$ cat config.mk
export PLATFORM = sky130hd
export DESIGN_NAME = lsu_mem_unit
export DESIGN_NICKNAME = d
export VERILOG_FILES = /design/src/rtl/lsu_mem_unit.sv
export SDC_FILE = /design/constraint.sdc
export NUM_CORES = 1
export LEC_CHECK = 0
export ABC_AREA = 1
export BUFFER_PORTS_ARGS = -buffer_cell sky130_fd_sc_hd__buf_2
export CAP_MARGIN = 30
export CORE_MARGIN = 8
export CORE_UTILIZATION = 47
export CTS_BUF_LIST = sky130_fd_sc_hd__clkbuf_4
export CTS_CLUSTER_SIZE = 16
export DETAILED_ROUTE_END_ITERATION = 16
export PLACE_DENSITY_LB_ADDON = 0.05
export SLEW_MARGIN = 10
export SYNTH_ARGS = -nofsm -noshare
export SYNTH_HDL_FRONTEND = slang
export SYNTH_SLANG_ARGS = --single-unit
$ cat constraint.sdc
create_clock -name clk -period 4 [get_ports clk]
set_input_delay 0.8 -clock clk [delete_from_list [all_inputs] [get_ports clk]]
set_output_delay 0.8 -clock clk [all_outputs]
set_load 0.03 [all_outputs]
$ cat src/rtl/lsu_mem_unit.sv
// LSU memory stage: valid/ready request channel, variable-latency load response, registered writeback.
// Misaligned or illegal-size ops raise a one-cycle error and never reach memory.
module lsu_mem_unit #(
  parameter int XLEN           = 32,
  parameter int IMM_W          = 12,
  parameter int REG_IDX_W      = 5,
  parameter int TIMEOUT_CYCLES = 255
) (
  input  logic                 clk,
  input  logic                 rst_n,
  input  logic                 op_valid,
  output logic                 op_ready,
  input  logic                 is_load,
  input  logic                 is_nop,
  input  logic [1:0]           size,
  input  logic                 is_unsigned,
  input  logic                 is_rs1_fwd,
  input  logic                 is_rs2_fwd,
  input  logic [XLEN-1:0]      rs1_data,
  input  logic [XLEN-1:0]      rs2_data,
  input  logic [XLEN-1:0]      rs1_fwd_data,
  input  logic [XLEN-1:0]      rs2_fwd_data,
  input  logic [IMM_W-1:0]     imm,
  input  logic [REG_IDX_W-1:0] rd_idx,
  output logic                 mem_req_valid,
  input  logic                 mem_req_ready,
  output logic                 mem_req_we,
  output logic [XLEN-1:0]      mem_req_addr,
  output logic [XLEN-1:0]      mem_req_wdata,
  output logic [XLEN/8-1:0]    mem_req_be,
  input  logic                 mem_rsp_valid,
  input  logic [XLEN-1:0]      mem_rsp_rdata,
  output logic                 wb_valid,
  output logic [REG_IDX_W-1:0] wb_rd,
  output logic [XLEN-1:0]      wb_data,
  output logic                 busy,
  output logic                 misalign_err,
  output logic                 timeout_err
);
  localparam int NB   = XLEN / 8;
  localparam int OFFW = $clog2(NB);

  localparam logic [1:0] S_IDLE = 2'd0;
  localparam logic [1:0] S_REQ  = 2'd1;
  localparam logic [1:0] S_WAIT = 2'd2;

  logic [1:0]           state_q, state_d;
  logic [31:0]          cnt_q, cnt_d;
  logic [XLEN-1:0]      addr_q, addr_d, wdata_q, wdata_d, wb_data_q, wb_data_d;
  logic [NB-1:0]        be_q, be_d;
  logic [OFFW-1:0]      off_q, off_d;
  logic [1:0]           size_q, size_d;
  logic [REG_IDX_W-1:0] rd_q, rd_d, wb_rd_q, wb_rd_d;
  logic                 we_q, we_d, uns_q, uns_d;
  logic                 wb_valid_q, wb_valid_d, mis_q, mis_d, to_q, to_d;

  logic [XLEN-1:0] op_rs1, op_rs2, ea, wdata_sh, wdata_new, rsh, ld_val;
  logic [OFFW-1:0] off;
  logic [NB-1:0]   be_new;
  logic            illegal, expire, sgn;
  int              nbits;

  assign op_rs1   = is_rs1_fwd ? rs1_fwd_data : rs1_data;
  assign op_rs2   = is_rs2_fwd ? rs2_fwd_data : rs2_data;
  assign ea       = op_rs1 + {{(XLEN-IMM_W){imm[IMM_W-1]}}, imm};
  assign off      = ea[OFFW-1:0];
  assign wdata_sh = op_rs2 << {off, 3'b000};
  assign expire   = (TIMEOUT_CYCLES != 0) && (cnt_q == 32'(TIMEOUT_CYCLES - 1));

  always_comb begin
    case (size)
      2'd0:    illegal = 1'b0;
      2'd1:    illegal = ea[0];
      2'd2:    illegal = |ea[1:0];
      default: illegal = (XLEN == 32) || (|ea[2:0]);
    endcase
  end

  always_comb begin
    be_new    = '0;
    wdata_new = '0;
    for (int i = 0; i < NB; i++) begin
      if ((i >= int'(off)) && (i < int'(off) + (1 << size))) begin
        be_new[i]          = 1'b1;
        wdata_new[8*i +: 8] = wdata_sh[8*i +: 8];
      end
    end
  end

  // Load data: lane-align to bit 0, then extend above the access width.
  assign rsh = mem_rsp_rdata >> {off_q, 3'b000};
  always_comb begin
    nbits = ((8 << size_q) > XLEN) ? XLEN : (8 << size_q);
    sgn   = !uns_q && rsh[nbits-1];
    for (int i = 0; i < XLEN; i++) ld_val[i] = (i < nbits) ? rsh[i] : sgn;
  end

  always_comb begin
    state_d    = state_q;
    cnt_d      = cnt_q;
    addr_d     = addr_q;
    be_d       = be_q;
    wdata_d    = wdata_q;
    we_d       = we_q;
    off_d      = off_q;
    size_d     = size_q;
    uns_d      = uns_q;
    rd_d       = rd_q;
    wb_valid_d = 1'b0;
    wb_rd_d    = wb_rd_q;
    wb_data_d  = wb_data_q;
    mis_d      = 1'b0;
    to_d       = 1'b0;
    case (state_q)
      S_IDLE: begin
        if (op_valid && !is_nop) begin
          if (illegal) begin
            mis_d = 1'b1;
          end else begin
            addr_d  = {ea[XLEN-1:OFFW], {OFFW{1'b0}}};
            be_d    = be_new;
            wdata_d = wdata_new;
            we_d    = !is_load;
            off_d   = off;
            size_d  = size;
            uns_d   = is_unsigned;
            rd_d    = rd_idx;
            cnt_d   = '0;
            state_d = S_REQ;
          end
        end
      end
      S_REQ: begin
        // A handshake in the expiring cycle still wins over the timeout.
        if (mem_req_ready) begin
          state_d = we_q ? S_IDLE : S_WAIT;
          cnt_d   = cnt_q + 32'd1;
        end else if (expire) begin
          state_d = S_IDLE;
          to_d    = 1'b1;
        end else begin
          cnt_d = cnt_q + 32'd1;
        end
      end
      S_WAIT: begin
        if (mem_rsp_valid) begin
          wb_valid_d = 1'b1;
          wb_rd_d    = rd_q;
          wb_data_d  = ld_val;
          state_d    = S_IDLE;
        end else if (expire) begin
          state_d = S_IDLE;
          to_d    = 1'b1;
        end else begin
          cnt_d = cnt_q + 32'd1;
        end
      end
      default: state_d = S_IDLE;
    endcase
  end

  always_ff @(posedge clk or negedge rst_n) begin
    if (!rst_n) begin
      state_q    <= S_IDLE;
      cnt_q      <= '0;
      addr_q     <= '0;
      be_q       <= '0;
      wdata_q    <= '0;
      we_q       <= 1'b0;
      off_q      <= '0;
      size_q     <= '0;
      uns_q      <= 1'b0;
      rd_q       <= '0;
      wb_valid_q <= 1'b0;
      wb_rd_q    <= '0;
      wb_data_q  <= '0;
      mis_q      <= 1'b0;
      to_q       <= 1'b0;
    end else begin
      state_q    <= state_d;
      cnt_q      <= cnt_d;
      addr_q     <= addr_d;
      be_q       <= be_d;
      wdata_q    <= wdata_d;
      we_q       <= we_d;
      off_q      <= off_d;
      size_q     <= size_d;
      uns_q      <= uns_d;
      rd_q       <= rd_d;
      wb_valid_q <= wb_valid_d;
      wb_rd_q    <= wb_rd_d;
      wb_data_q  <= wb_data_d;
      mis_q      <= mis_d;
      to_q       <= to_d;
    end
  end

  assign op_ready      = (state_q == S_IDLE);
  assign busy          = (state_q != S_IDLE);
  assign mem_req_valid = (state_q == S_REQ);
  assign mem_req_we    = we_q;
  assign mem_req_addr  = addr_q;
  assign mem_req_wdata = wdata_q;
  assign mem_req_be    = be_q;
  assign wb_valid      = wb_valid_q;
  assign wb_rd         = wb_rd_q;
  assign wb_data       = wb_data_q;
  assign misalign_err  = mis_q;
  assign timeout_err   = to_q;

endmodule
# Yosys cells after proc, flatten, opt, wreduce, memory -nomap -nowiden
# Index checks and enable logic that the tools add are counted.
[op_classes]
n_div = 0
n_lt_le_gt_ge = 41
n_eq_ne = 8
n_mul = 0
mux = 69
n_bitwise = 1
addsub = 4
reduce_logical = 17
shift = 4
[ops]
columns = ["cell", "n"]
rows = [
  ["$lt 6x32->1 const A", 16],
  ["$lt 5x32->1 const A", 8],
  ["$mux 32", 8],
  ["$lt 3x32->1 const A", 4],
  ["$lt 4x32->1 const A", 4],
  ["$pmux 32 s3", 1],
  ["$lt 1x32->1 const A", 2],
  ["$lt 2x32->1 const A", 2],
  ["$mux 1", 46],
  ["$add 3x32->32", 1],
  ["$add 32x1->32 const B", 1],
  ["$add 32x32->32", 1],
  ["$eq 32x8->1 const B", 1],
  ["$gt 32x7->1 const B", 1],
  ["$lt 32x7->1 const B", 1],
  ["$mux 8", 4],
  ["$shl 1x2->32 const A", 1],
  ["$shl 32x5->32", 1],
  ["$shl 4x2->32 const A", 1],
  ["$shr 32x5->32", 1],
  ["$sub 32x2->32 const B", 1],
  ["$mux 2", 6],
  ["$pmux 2 s3", 1],
  ["$bmux 1 s5", 1],
  ["18 further kinds", 30],
]
[totals]
reg_bits = 151
mem_bits_ro = 0
memories = 0
ramBits = 0
latchBits = 0
output_inout_bits = 112

# Depth between registers and ports, before layout
[depth]
depth_word = 9
mapped_depth = 17

# Least setup slack after synthesis
# No wires, ideal clock.
[synth_timing]
kind = "input -> register"
startpoint = "in is_rs1_fwd"
endpoint = "reg wdata_q[27], in the netlist mem_req_wdata[27]"
arrival_ns = 3.680
setup_time_ns = 0.092
slack_ns = 0.228
path_stages = 12
t_required_ns = 3.908
path_cell_list = "clkbuf_1 > clkbuf_1 > mux2_2 > ha_1 > inv_1 > fa_1 > fa_1 > a21oi_1 > a21oi_1 > or2_0 > buf_2 > o31ai_2"
[synth_via]
elab_chain_cells = 6
[synth_lines]
columns = ["item", "line_no", "text"]
rows = [
  ["start, declared", "17", "input logic is_rs1_fwd,"],
  ["$mux 32 (*)", "63", "assign op_rs1 = is_rs1_fwd ? rs1_fwd_data : rs1_data;"],
  ["$add 32x32->32 (*)", "65", "assign ea = op_rs1 + {{(XLEN-IMM_W){imm[IMM_W-1]}}, imm};"],
  ["branches (longest 4 deep; another with $add 3x32->32)", "--", ""],
  ["end signal, assigned", "184", "wdata_q <= wdata_d;"],
  ["end, declared", "49", "logic [XLEN-1:0] addr_q, addr_d, wdata_q, wdata_d, wb_data_q, wb_data_d;"],
]
# Mark *: on every way between the ends.
# A chain may end at the register's enable or synchronous reset.

# Worst setup path in the final report
[layout_timing]
startpoint = "in is_rs1_fwd"
endpoint = "reg wdata_q[6], in the netlist mem_req_wdata[6]"
[layout_via]
elab_chain_cells = 6
[layout_lines]
columns = ["item", "line_no"]
rows = [
  ["$mux 32 (*)", "63"],
  ["$add 32x32->32 (*)", "65"],
  ["$add 3x32->32 / $reduce_or 2->1 (equally long branches)", "83, 74"],
  ["$lt 1x32->1 / $pmux 1 s3 (equally long branches)", "83, 71"],
  ["$logic_and 1x1->1 / $not 1->1 (equally long branches)", "--"],
  ["$mux 8 / $reduce_and 3->1 (equally long branches)", "--"],
]
# Mark *: on every way between the ends. The rest lies on a longest branch, timed or not.

==> flow_summary_export.csv <==
group,metric,value,unit
outcome,status,"completed",
synth,syn-instance-count,1771,
setup_path,path_max_fanout,30,
sta,rsz0062_at_grt,"false",
synth,syn_avg_cell_area,6.43,um^2
setup_path,crit_buf_inv,3,
detailed_routing,drt_wl_total,38800,um
clocking,tritoncts,"built",
synth,seq_area_frac_synth,33.2,%
synth,ys_types,45,
synth,netlist.area_leader.share,33.2,%
clocking,htree_levels,4,
setup_path,critPathSlowestCell,"fa_1",
grt,track_usage,26.1,%
clocking,clockBufferDepth,2,
synth,ys_ff_latch,151,
floorplanning,core_area,24000,um^2
clocking,cts.sink_count,151,
grt,grt_antenna_before_repair,2,
synth,synth_top_area_cell,"dfrtp_1",
sta,layout_min_cycle_time,3220,ps
pwr,power_leakage,7.61,nW
floorplanning,pin_count,301,
clocking,cts-root-buf,"clkbuf_4",
grt,grt_max_degree,77,
pwr,power_density,559,nW/um^2
synth,netlist_area,11400,um^2
synth,yosys-top-cells-count,"nand2_1 (703), inv_1 (203), dfrtp_1 (151)",
sta,fmax,311,MHz
cells_and_area,drive_gt1_share,19.4,%
placement,port_buffers,298,
placement,place_ws,147,ps
setup_path,start_kind,"primary input",
setup_path,worstPathRequired,4540,ps
sta,setup_ws,782,ps
cells_and_area,nets,2273,
grt,grt_pass1_vias,11800,
setup_path,slowest_delay,650,ps
floorplanning,die_area,29500,um^2
floorplanning,rows,57,
setup_path,worst_setup_path_end_kind,"flop",
pwr,vdd_drop_max,298,uV
clocking,postCtsResizedCells,0,
sta,fin_setup_tns,0,ps
clocking,cts_buffers,17,
synth,synth_ff_type,"dfrtp_1",
setup_path,critPathTopFamily,"simple AND/OR/NAND/NOR gates",
worst_hold_path,worstHoldPathType,"in -> async",
flow_run,cap_violations,0,
sta,clock_skew,47.1,ps
detailed_routing,drtIter0Drc,1047,
placement,placed_area,13100,um^2
cells_and_area,fin_area,13500,um^2
sta,slew_violations,0,
placement,hpwlAfterDp,30500,um
synth,synth_edf_count,0,
detailed_routing,remaining_drc_errors,0,
synth,synthMostInstantiatedCell,"nand2_1",
grt,globalRoute.totalOverflow,0,
setup_path,crit_top_cell,"nand2_1",
setup_path,arrival,3750,ps
cells_and_area,area_growth,18.3,%
setup_path,cp_cell_sequence,"buf_2 > mux2_2 > ha_1 > inv_1 > fa_1 > nand2_2 > nand2_1 > nand2_1 > nor2_2 > nand2_4 > inv_2 > nand3_2 > o21ai_0",
floorplanning,start_util,47.4,%
detailed_routing,vias_per_cell,5.15,
synth,yosysWarnings,0,
synth,async_reset_ff_share,100,%
cells_and_area,final_util,56.1,%
sta,setup_viol,0,
sta,period_share,80.4,%
sta,worst_pin_slew,804,ps
detailed_routing,first_pass_iters,5,
floorplanning,die_h,172,um
sta,slew-limit-headroom,46.4,%
clocking,clk_pin_slew,180,ps
floorplanning,die-width,172,um
detailed_routing,vias,12300,
detailed_routing,antenna_left,0,
clocking,cts_setup_buffers,0,
placement,place_congestion,0.933,
detailed_routing,wire_per_inst,16.3,um
synth,synth_area_leaders,"dfrtp_1 (33%), nand2_1 (23%), inv_1 (6.7%), nand3_1 (6.2%), nor2_1 (4.3%)",
grt,grt_pass1_wl,61100,um
clocking,holdBufCountCts,0,
setup_path,path_class,"in -> reg",
sta,hold_violations,0,
clocking,worst_skew_pair.late_latency,610,ps
==> area by class of cell <==
cell class	instances	area (um^2)
sequential	151	3780
antenna	1	2.50
tap	324	405
inverter	208	781
fill	2497	10600
clock buffer	17	128
timing repair buffer	314	1630
multi-input combinational	1351	6550
clock inverter	15	200
==> final timing paths <==
check / startpoint / end / slack (ps) / depth (start not counted)
setup / recovery: is_rs1_fwd / mem_req_wdata[6]$_DFFE_PN0P_ / 780 / 13
hold / removal: rst_n / cnt_q[5]$_DFFE_PN0P_ / 200 / 1
setup reg to reg: state_q[0]$_DFFE_PN0P_ / cnt_q[29]$_DFFE_PN0P_ / 1370 / 11
hold reg to reg: uns_q$_DFFE_PN0P_ / uns_q$_DFFE_PN0P_ / 490 / 2
max in group asynchronous: rst_n / wb_data[9]$_DFFE_PN0P_ / 2940 / 2
min in group clk: is_load / mem_req_we$_DFFE_PN0P_ / 400 / 2
==> layer usage <==
metal	GRT usage (%)	share of wire [%]
met2	42.9	47
met4	6.73	1.9
met5	0	0.034
met3	4.96	6.6
met1	34.8	45
==> placed cells by master, fill, tap and decap left out, drive strengths merged, types with 4 or more instances in the layout <==
cell type,synthesis,routed
inv,207,215
mux2i,8,8
mux2,30,30
clkinv,1,7
a21oi,94,94
o221ai,4,4
nand2,704,704
dfrtp,151,151
ha,39,39
buf,34,314
nor2,138,138
xor2,12,12
nand3,143,143
o211ai,14,14
clkbuf,28,17
nand3b,4,4
o21ai,95,95
o2111ai,4,4
nor3,20,20
xnor2,11,11
or2,5,5
nand4,9,9
==> kinds of logic after synthesis <==
logic type	Yosys count	synth area share [%]
muxes	38	3.67
AOI/OAI and AO/OA	220	10.6
xor gates and xnor gates	23	1.77
DFF	151	33.2
buffers and inverters	270	9.47
adders and majority gates	41	4.63
and+or+nand+nor	1027	36.6
other	1	0.0329
==> sequential cells by signal, summed over array words and instances, names as in the netlist <==
register,cells
cnt_q,32
rd_q,5
wb_rd,5
mem_req_we,1
wb_data,32
wb_valid,1
mem_req_wdata,32
misalign_err,1
off_q,2
mem_req_addr,30
uns_q,1
timeout_err,1
size_q,2
state_q,2
mem_req_be,4
==> power by group <==
group	internal, W	switching, W	leakage, nW
logic	0.00113	0.00293	5.47
registers	0.00206	0.000330	1.96
clock network	0.000358	0.000709	0.173
==> through the flow <==
stage	instances	hold slack [ps]	power, W
after detailed placement	2347	457	0.00649
final	2381	196	0.00753
after global routing	2381	226	0.00806
after floorplan	1772	441	0.00513
after CTS	2379	204	0.00756
after global placement	2347	455	0.00644
==> worst register-to-register path: cells and delay by family, from the launching register on <==
family	cells	cell delay [ps]
DFF	1	410
AOI/OAI and AO/OA	1	160
adders and majority gates	1	200
buffers and inverters	4	900
and+or+nand+nor	5	920
Note: power is estimated with default switching activity, not from simulation.
